### src/rtl/tra_ped_pkg.sv
// Shared definitions for the traffic / pedestrian controller.
//   - Light encoding on the traffic_light output: 00 GREEN, 01 YELLOW, 10 RED.
//   - light_st_e: light FSM state. The state encoding equals the output encoding,
//     so the state register drives traffic_light directly.
package tra_ped_pkg;

  localparam logic [1:0] LIGHT_GREEN  = 2'b00;
  localparam logic [1:0] LIGHT_YELLOW = 2'b01;
  localparam logic [1:0] LIGHT_RED    = 2'b10;

  typedef enum logic [1:0] {
    ST_GREEN  = LIGHT_GREEN,
    ST_YELLOW = LIGHT_YELLOW,
    ST_RED    = LIGHT_RED
  } light_st_e;

  // Width of the phase and walk down-counters. It covers durations up to 255 cycles.
  localparam int CNT_W = 8;

endpackage

### src/rtl/ped_req_sync.sv
// Pedestrian request path: 2-flop synchroniser, rising-edge detect, request latch.
//   clk_i     in  clock
//   rst_ni    in  async active-low reset
//   button_i  in  asynchronous push-button, active-high
//   ack_i     in  grant from the controller. It clears the latched request.
//   req_o     out latched request
// A rising edge that arrives on the same cycle as ack_i wins, so a new press
// is never lost.
module ped_req_sync (
  input  logic clk_i,
  input  logic rst_ni,
  input  logic button_i,
  input  logic ack_i,
  output logic req_o
);

  logic [1:0] sync_q;
  logic       prev_q;
  logic       req_q, req_d;
  logic       rise;

  assign rise  = sync_q[1] & ~prev_q;
  assign req_d = rise | (req_q & ~ack_i);
  assign req_o = req_q;

  always_ff @(posedge clk_i or negedge rst_ni) begin
    if (!rst_ni) begin
      sync_q <= '0;
      prev_q <= 1'b0;
      req_q  <= 1'b0;
    end else begin
      sync_q <= {sync_q[0], button_i};
      prev_q <= sync_q[1];
      req_q  <= req_d;
    end
  end

endmodule

### src/rtl/tra_ped_ctrl_top.sv
// Traffic-light controller with a pedestrian WALK grant (chip top).
//   clk_main       in   sole clock, rising edge
//   rst_main_n     in   async active-low reset
//   button         in   asynchronous pedestrian button
//   traffic_light  out  00 GREEN / 01 YELLOW / 10 RED (registered)
//   walk           out  pedestrian WALK (registered)
// The light cycles GREEN -> YELLOW -> RED on down-counters. A pending request
// is granted once per RED phase as a WALK_CYCLES pulse. RED holds while WALK
// is high, and also on an edge that issues a grant, so walk=1 only with RED.
module tra_ped_ctrl_top
  import tra_ped_pkg::*;
#(
  parameter int GREEN_CYCLES  = 8,
  parameter int YELLOW_CYCLES = 2,
  parameter int RED_CYCLES    = 6,
  parameter int WALK_CYCLES   = 4
) (
  input  logic       clk_main,
  input  logic       rst_main_n,
  input  logic       button,
  output logic [1:0] traffic_light,
  output logic       walk
);

  light_st_e        state_q;
  logic [CNT_W-1:0] phase_cnt_q;
  logic [CNT_W-1:0] walk_cnt_q;
  logic             walk_q;
  logic             granted_q;  // one grant per RED phase. Cleared on RED entry.
  logic             req;
  logic             grant;
  logic             phase_done;

  ped_req_sync u_req (
    .clk_i    (clk_main),
    .rst_ni   (rst_main_n),
    .button_i (button),
    .ack_i    (grant),
    .req_o    (req)
  );

  // A request latched during WALK stays pending for the next RED, because
  // granted_q blocks a second grant in the same RED phase.
  assign grant      = (state_q == ST_RED) && req && !walk_q && !granted_q;
  assign phase_done = (phase_cnt_q == '0);

  always_ff @(posedge clk_main or negedge rst_main_n) begin
    if (!rst_main_n) begin
      state_q     <= ST_GREEN;
      phase_cnt_q <= CNT_W'(GREEN_CYCLES - 1);
      granted_q   <= 1'b0;
    end else begin
      case (state_q)
        ST_GREEN: begin
          if (phase_done) begin
            state_q     <= ST_YELLOW;
            phase_cnt_q <= CNT_W'(YELLOW_CYCLES - 1);
          end else begin
            phase_cnt_q <= phase_cnt_q - 1'b1;
          end
        end
        ST_YELLOW: begin
          if (phase_done) begin
            state_q     <= ST_RED;
            phase_cnt_q <= CNT_W'(RED_CYCLES - 1);
            granted_q   <= 1'b0;
          end else begin
            phase_cnt_q <= phase_cnt_q - 1'b1;
          end
        end
        ST_RED: begin
          if (grant) granted_q <= 1'b1;
          // The counter saturates at zero. RED then waits for WALK to finish.
          if (phase_done) begin
            if (!walk_q && !grant) begin
              state_q     <= ST_GREEN;
              phase_cnt_q <= CNT_W'(GREEN_CYCLES - 1);
            end
          end else begin
            phase_cnt_q <= phase_cnt_q - 1'b1;
          end
        end
        default: begin
          state_q     <= ST_GREEN;
          phase_cnt_q <= CNT_W'(GREEN_CYCLES - 1);
        end
      endcase
    end
  end

  always_ff @(posedge clk_main or negedge rst_main_n) begin
    if (!rst_main_n) begin
      walk_q     <= 1'b0;
      walk_cnt_q <= '0;
    end else if (grant) begin
      walk_q     <= 1'b1;
      walk_cnt_q <= CNT_W'(WALK_CYCLES - 1);
    end else if (walk_q) begin
      if (walk_cnt_q == '0) walk_q <= 1'b0;
      else                  walk_cnt_q <= walk_cnt_q - 1'b1;
    end
  end

  assign traffic_light = state_q;
  assign walk          = walk_q;

endmodule

### config.mk
export PLATFORM = sky130hd
export DESIGN_NAME = tra_ped_ctrl_top
export DESIGN_NICKNAME = d
export VERILOG_FILES = /design/src/rtl/tra_ped_pkg.sv /design/src/rtl/ped_req_sync.sv /design/src/rtl/tra_ped_ctrl_top.sv
export SDC_FILE = /design/constraint.sdc
export NUM_CORES = 1
export LEC_CHECK = 0
export ABC_AREA = 1
export ABC_CLOCK_PERIOD_IN_PS = 2000
export CAP_MARGIN = 5
export CORE_ASPECT_RATIO = 0.8
export CORE_MARGIN = 2
export CORE_UTILIZATION = 35
export CTS_BUF_LIST = sky130_fd_sc_hd__clkbuf_16
export CTS_CLUSTER_SIZE = 12
export DETAILED_ROUTE_END_ITERATION = 8
export SKIP_LAST_GASP = 1
export SLEW_MARGIN = 20
export SYNTH_ARGS = -nofsm -noshare
export SYNTH_HDL_FRONTEND = slang
export SYNTH_SLANG_ARGS = --single-unit
### constraint.sdc
create_clock -name clk_main -period 2 [get_ports clk_main]
set_input_delay 0.4 -clock clk_main [delete_from_list [all_inputs] [get_ports clk_main]]
set_output_delay 0.4 -clock clk_main [all_outputs]
set_load 0.03 [all_outputs]
## Word-level counts from Yosys, hierarchy flattened

Cells that the tools add are included.

- Word-level logic and storage cells: 58
- Memory bits (writable): 0
- Output and inout bits: 3
- Memories kept: 0
- Input bits: 3
- Flip-flop bits (word level): 24
- Bits in latches: 0
- Bits in read-only memories: 0

- Multiplexer cells: 19
- $add $sub $neg: 2
- Reduce and logical (&&, ||, !) cells: 15
- Div/mod/pow operators: 0
- Shift-type cells: 0
- Multiply operators: 0
- Bitwise gates (word level): 5
- Order comparisons: 0
- Equal/unequal tests: 9

Operators by type and width:

| cell | count |
|---|---|
| $mux 8 | 7 |
| $pmux 8 s3 | 1 |
| $logic_not 8->1 | 2 |
| $sub 8x1->8 const B | 2 |
| $ne 2x2->1 const B | 5 |
| $mux 2 | 4 |
| $pmux 2 s3 | 1 |
| $mux 1 | 5 |
| $logic_and 1x1->1 | 4 |
| $reduce_and 4->1 | 1 |
| $reduce_bool 2->1 | 2 |
| $logic_not 1->1 | 3 |
| $ne 3x2->1 const B | 1 |
| $reduce_and 3->1 | 1 |
| $and 1x1->1 | 2 |
| $eq 2x1->1 const B | 1 |
| $eq 2x2->1 const B | 1 |
| $logic_not 2->1 | 1 |
| $ne 2x1->1 const B | 1 |
| $not 1->1 | 2 |
| $pmux 1 s2 | 1 |
| $reduce_and 2->1 | 1 |
| $or 1x1->1 | 1 |

## Depth between registers and ports, before layout

- Word-level depth: 9
- Depth in mapped cells: 10
- Gate-level depth less buffers: 10

## By module

Synthesis repeated with hierarchy kept, for this count alone.

- Cell total of the unflattened synthesis: 155
- Area total of the unflattened synthesis: 1244.9 sq um

By module, submodules not included:

| module | sequential area each (sq um) | area an instance (sq um) | times used | cells each |
|---|---|---|---|---|
| tra_ped_ctrl_top | 504.2 | 1126.1 | 1 | 146 |
| ped_req_sync | 100.1 | 118.9 | 1 | 9 |

## Worst setup path before layout

No wires, ideal clock.

- Path kind: reg2reg
- Start: register phase_cnt_q[0]
- End: register phase_cnt_q[1]
- Setup time: 0.076 ns
- Setup slack: 0.665 ns
- Arrival: 1.259 ns
- Data required time: 1.924 ns
- Clock period less this slack: 1.335 ns
- Buffers on the path: 0
- Stages on the path, launching flop included: 11
- Cell sequence: dfstp_2 > inv_1 > ha_1 > inv_1 > nor2_1 > nand2_1 > nand2_2 > inv_1 > nand2_1 > nand2_1 > nand2_1

- Longest elaborated chain between the ends: 3
- Elaborated cells on any way between the ends: 7
- Classes of those cells: 1 x add/sub; 1 x eq/ne; 4 x mux; 1 x reduce/logical

Ends and longest elaborated chain:

| element | RTL line | RTL |
|---|---|---|
| start: declaration | tra_ped_ctrl_top.sv:26 | `logic [CNT_W-1:0] phase_cnt_q;` |
| start signal: assignment | tra_ped_ctrl_top.sv:50 | `phase_cnt_q <= CNT_W'(GREEN_CYCLES - 1);` |
| start signal: assignment | tra_ped_ctrl_top.sv:57 | `phase_cnt_q <= CNT_W'(YELLOW_CYCLES - 1);` |
| start signal: assignment | tra_ped_ctrl_top.sv:59 | `phase_cnt_q <= phase_cnt_q - 1'b1;` |
| $sub 8x1->8 or $logic_not 8->1 (tied branches) | n/a |  |
| $mux 8 (on tied branches) | tra_ped_ctrl_top.sv:74, tra_ped_ctrl_top.sv:55, tra_ped_ctrl_top.sv:63 |  |
| $pmux 8 s3 | tra_ped_ctrl_top.sv:53 | `case (state_q)` |

Parallel ways exist; a longest one is shown, timed or not.
A chain may end at the register's enable or synchronous reset.

## Worst setup path after layout

- Start: register walk_q, in the netlist walk
- End: output walk

RTL lines:

| element | RTL line | RTL |
|---|---|---|
| start: declaration | tra_ped_ctrl_top.sv:28 | `logic walk_q;` |
| start signal: assignment | tra_ped_ctrl_top.sv:93 | `walk_q <= 1'b0;` |
| start signal: assignment | tra_ped_ctrl_top.sv:96 | `walk_q <= 1'b1;` |
| start signal: assignment | tra_ped_ctrl_top.sv:99 | `if (walk_cnt_q == '0) walk_q <= 1'b0;` |
| end: declaration | tra_ped_ctrl_top.sv:22 | `output logic walk` |

No word-level cell between the ends.

==> summary.txt <==
Run status
  • Outcome: finished clean

Clocking
  • Worst-path clk slew: roughly 0.060 ns
  • Sink Count: 24
  • CTS tree: done
  • Setup bufs post-CTS: 0
  • H-tree depth: 1
  • CTS root buffer: clkbuf_16
  • CTS Hold Bufs: 0
  • Post-cts resize count: 0
  • Num CTS Buffers: 3
  • Clock buffer depth: 2
  • Worst-Skew Late Latency: 0.26 ns

Timing
  • Worst slew pin tran: approximately 0.31 ns
  • RSZ-0062 raised after global routing: false
  • Max-slew violations: 0
  • Final setup viols: 0
  • Final hold vios: 0
  • Minimum clock period: ~1.8 ns
  • Max Clock Skew: around 0.0050 ns
  • Hold WS: 0.355 ns
  • Fmax: about 570 MHz
  • Max_slew headroom: slightly below 80%
  • Fin crit share: around 88%
  • Setup Total Neg Slack: 0 ns

Floorplanning
  • Initial Util: 36.8%
  • Height of the chip: 58.0 µm
  • Core Area: roughly 0.0035 mm²
  • Die width: 71.5 µm
  • Row cnt: 19
  • Die area: a little over 0.004 mm²
  • I/O Pins: 6

Hold path
  • Worst Hold Class: flop to flop

Finish
  • Layout area overhead: 14.2%
  • Nets@finish: between 150 and 200
  • ANT cells: 0
  • Share of cells above drive strength 1: between 9 and 10%
  • Final Cell Area: about 0.0015 mm²

Pwr
  • Logic pwr share: around 44%
  • Pwr dens: about 1600 mW/mm²
  • Static leakage: a little over 0.7 nW
  • Switch Pwr: around 1 mW
  • Switching Fraction: a little over two fifths
  • Internal: approximately 1.4 mW
  • Seq pwr share: between 30% and 40%
  • Maximum vdd drop: between 600 and 700 µV
  • Clock power frac: a little under a fifth
  • Pwr Total: approximately 2.4 mW

GRT
  • Vias in the first global route: just over 900
  • Total global routing overflow: 0
  • Initial antenna violation count: 0
  • First-pass GRT wire length: ~4000 µm
  • Largest net degree at the start of global routing: 25
  • Tot GR Track Use: between 10% and 20%

Placed design
  • Post-DP HPWL: around 1600 µm
  • DP Area: about 0.0014 mm²
  • Gpl congestion: approximately 0.76
  • Port bufs: 5

Route
  • WL final: roughly 2200 µm
  • Vias per cell: 4.73
  • DRC viols: 0
  • Via count: 969
  • Routed WL per cell: 10.8 µm
  • Post-route ant nets: 0
  • 1st-pass router iterations: 4
  • Drt initial violations: 12

Worst setup path
  • CP top delay family: buffers and inverters
  • Crit. End Element: output pin
  • Worst EP required: between 1.5 and 2 ns
  • Worst path slowest cell: clkdlybuf4s50_1
  • WP buf/inv: 1
  • Critical path data arrival time: 1.36 ns
  • Crit-path cells: clkdlybuf4s50_1
  • CP Class: flop to output pin
  • CP max FO: 3
  • Worst path max stage delay: about 0.70 ns
  • Startpoint Class: flop

Job
  • # Max-Cap Violations: 0

Yosys
  • Net Count, Synth: 161
  • Yosys cell types: 21
  • #FFs+latches synth: 24
  • Post-synthesis cell area: about 0.0013 mm²
  • Avg Cell Area, Syn: between 8 and 9 µm²
  • Syn Inst Count: between 150 and 200
  • Sequential share of the synthesized area: 47.4%
  • Total number of yosys warnings: 0
## state kept, by name, summed over array words and instances (netlist names)
| signal | count |
|---|---|
| phase_cnt_q | 8 |
| walk_cnt_q | 8 |
| traffic_light | 2 |
| u_req.sync_q | 2 |
| granted_q | 1 |
| u_req.prev_q | 1 |
| u_req.req_o | 1 |
| walk | 1 |
## final cells by class
cell class	instances	area [µm²]
fill	336	2010
sequential	24	604
multi-input combinational	105	574
inverter	24	90.1
clock buffer	3	75.1
timing repair buffer	6	57.6
tap	42	52.6
clock inverter	1	3.75
## cell usage in the layout (no fill, tap or decap)
| cell type | Yosys | routed |
|---|---|---|
| o21ai_2 | 2 | 2 |
| o21ai_4 | 1 | 1 |
| nand2_1 | 33 | 33 |
| dfstp_2 | 3 | 3 |
| buf_4 | 1 | 1 |
| nand2_2 | 2 | 2 |
| xor2_1 | 8 | 8 |
| inv_1 | 24 | 25 |
| nor2_2 | 2 | 2 |
| o21ai_1 | 1 | 1 |
| nand4_1 | 5 | 5 |
| o21ai_0 | 8 | 8 |
| nand2_4 | 1 | 1 |
| nand4_4 | 1 | 1 |
| clkdlybuf4s50_1 | 0 | 5 |
| dfrtp_1 | 21 | 21 |
| a21oi_1 | 1 | 1 |
| nor3_1 | 1 | 1 |
| clkbuf_16 | 0 | 3 |
| nand3_1 | 14 | 14 |
| o21bai_1 | 1 | 1 |
| ha_1 | 4 | 4 |
| nor2_1 | 20 | 20 |
## path summary, 6_finish.rpt
| kind | slack [ns] | start | depth (start not counted) | end |
|---|---|---|---|---|
| setup / recovery | 0.24 | walk$_DFF_PN0_ | 1 | walk |
| hold / removal | 0.35 | u_req.sync_q[0]$_DFF_PN0_ | 0 | u_req.sync_q[1]$_DFF_PN0_ |
| setup reg to reg | 0.49 | phase_cnt_q[0]$_DFFE_PN1P_ | 10 | phase_cnt_q[1]$_DFFE_PN1P_ |
| hold reg to reg | 0.35 | u_req.sync_q[0]$_DFF_PN0_ | 0 | u_req.sync_q[1]$_DFF_PN0_ |
| max in group asynchronous | 1.22 | rst_main_n | 2 | phase_cnt_q[1]$_DFFE_PN1P_ |
| min in group asynchronous | 0.49 | rst_main_n | 2 | walk_cnt_q[0]$_DFFE_PN0P_ |
## power groups by stage
stage	sequential, mW	clock [mW]	combinational, mW
3_3_place_gp	0.877	0	1.03
2_1_floorplan	0.906	0	0.786
6_report	0.880	0.433	1.05
3_5_place_dp	0.887	0	1.05
4_1_cts	0.881	0.439	1.06
5_1_grt	0.912	0.466	1.22
## kinds of logic after synthesis
kind of cell,share of synthesized area (%)
adder cells (fa/ha/maj),3.92
flip-flops,47.4
XOR/XNOR,5.49
AND/OR/NAND/NOR,28.4
AO/OA/AOI/OAI,7.16
buffers and inverters,7.65
## synth_stat cells, drive strengths merged
master / n / area, µm²
inv: 24 / 90.1
dfrtp: 21 / 526
o21ai: 12 / 78.8
nor2: 22 / 87.6
xor2: 8 / 70.1
a21oi: 1 / 5.00
dfstp: 3 / 78.8
ha: 4 / 50.1
nand3: 14 / 70.1
nand4: 6 / 52.6
buf: 1 / 7.51
nor3: 1 / 5.00
nand2: 36 / 148
o21bai: 1 / 7.51
## per-stage QoR
step | util [%] | setup WS (ns) | std cells
detailed placement | 39.7 | 0.503 | 201
finish | 42.0 | 0.236 | 205
CTS | 42.0 | 0.230 | 205
global route | 42.0 | 0.194 | 205
global placement | 39.7 | 0.529 | 201
floorplan | - | 0.665 | 154
## routing by layer
metal	wire length, µm	track usage [%]	vias up
met4	33	4.04	0
met5	0	0	-
met2	1020	19.2	7
met1	1120	17.1	457
met3	41	2.61	4
li1	-	-	501
No activity file was read; power rests on OpenSTA's default activity.
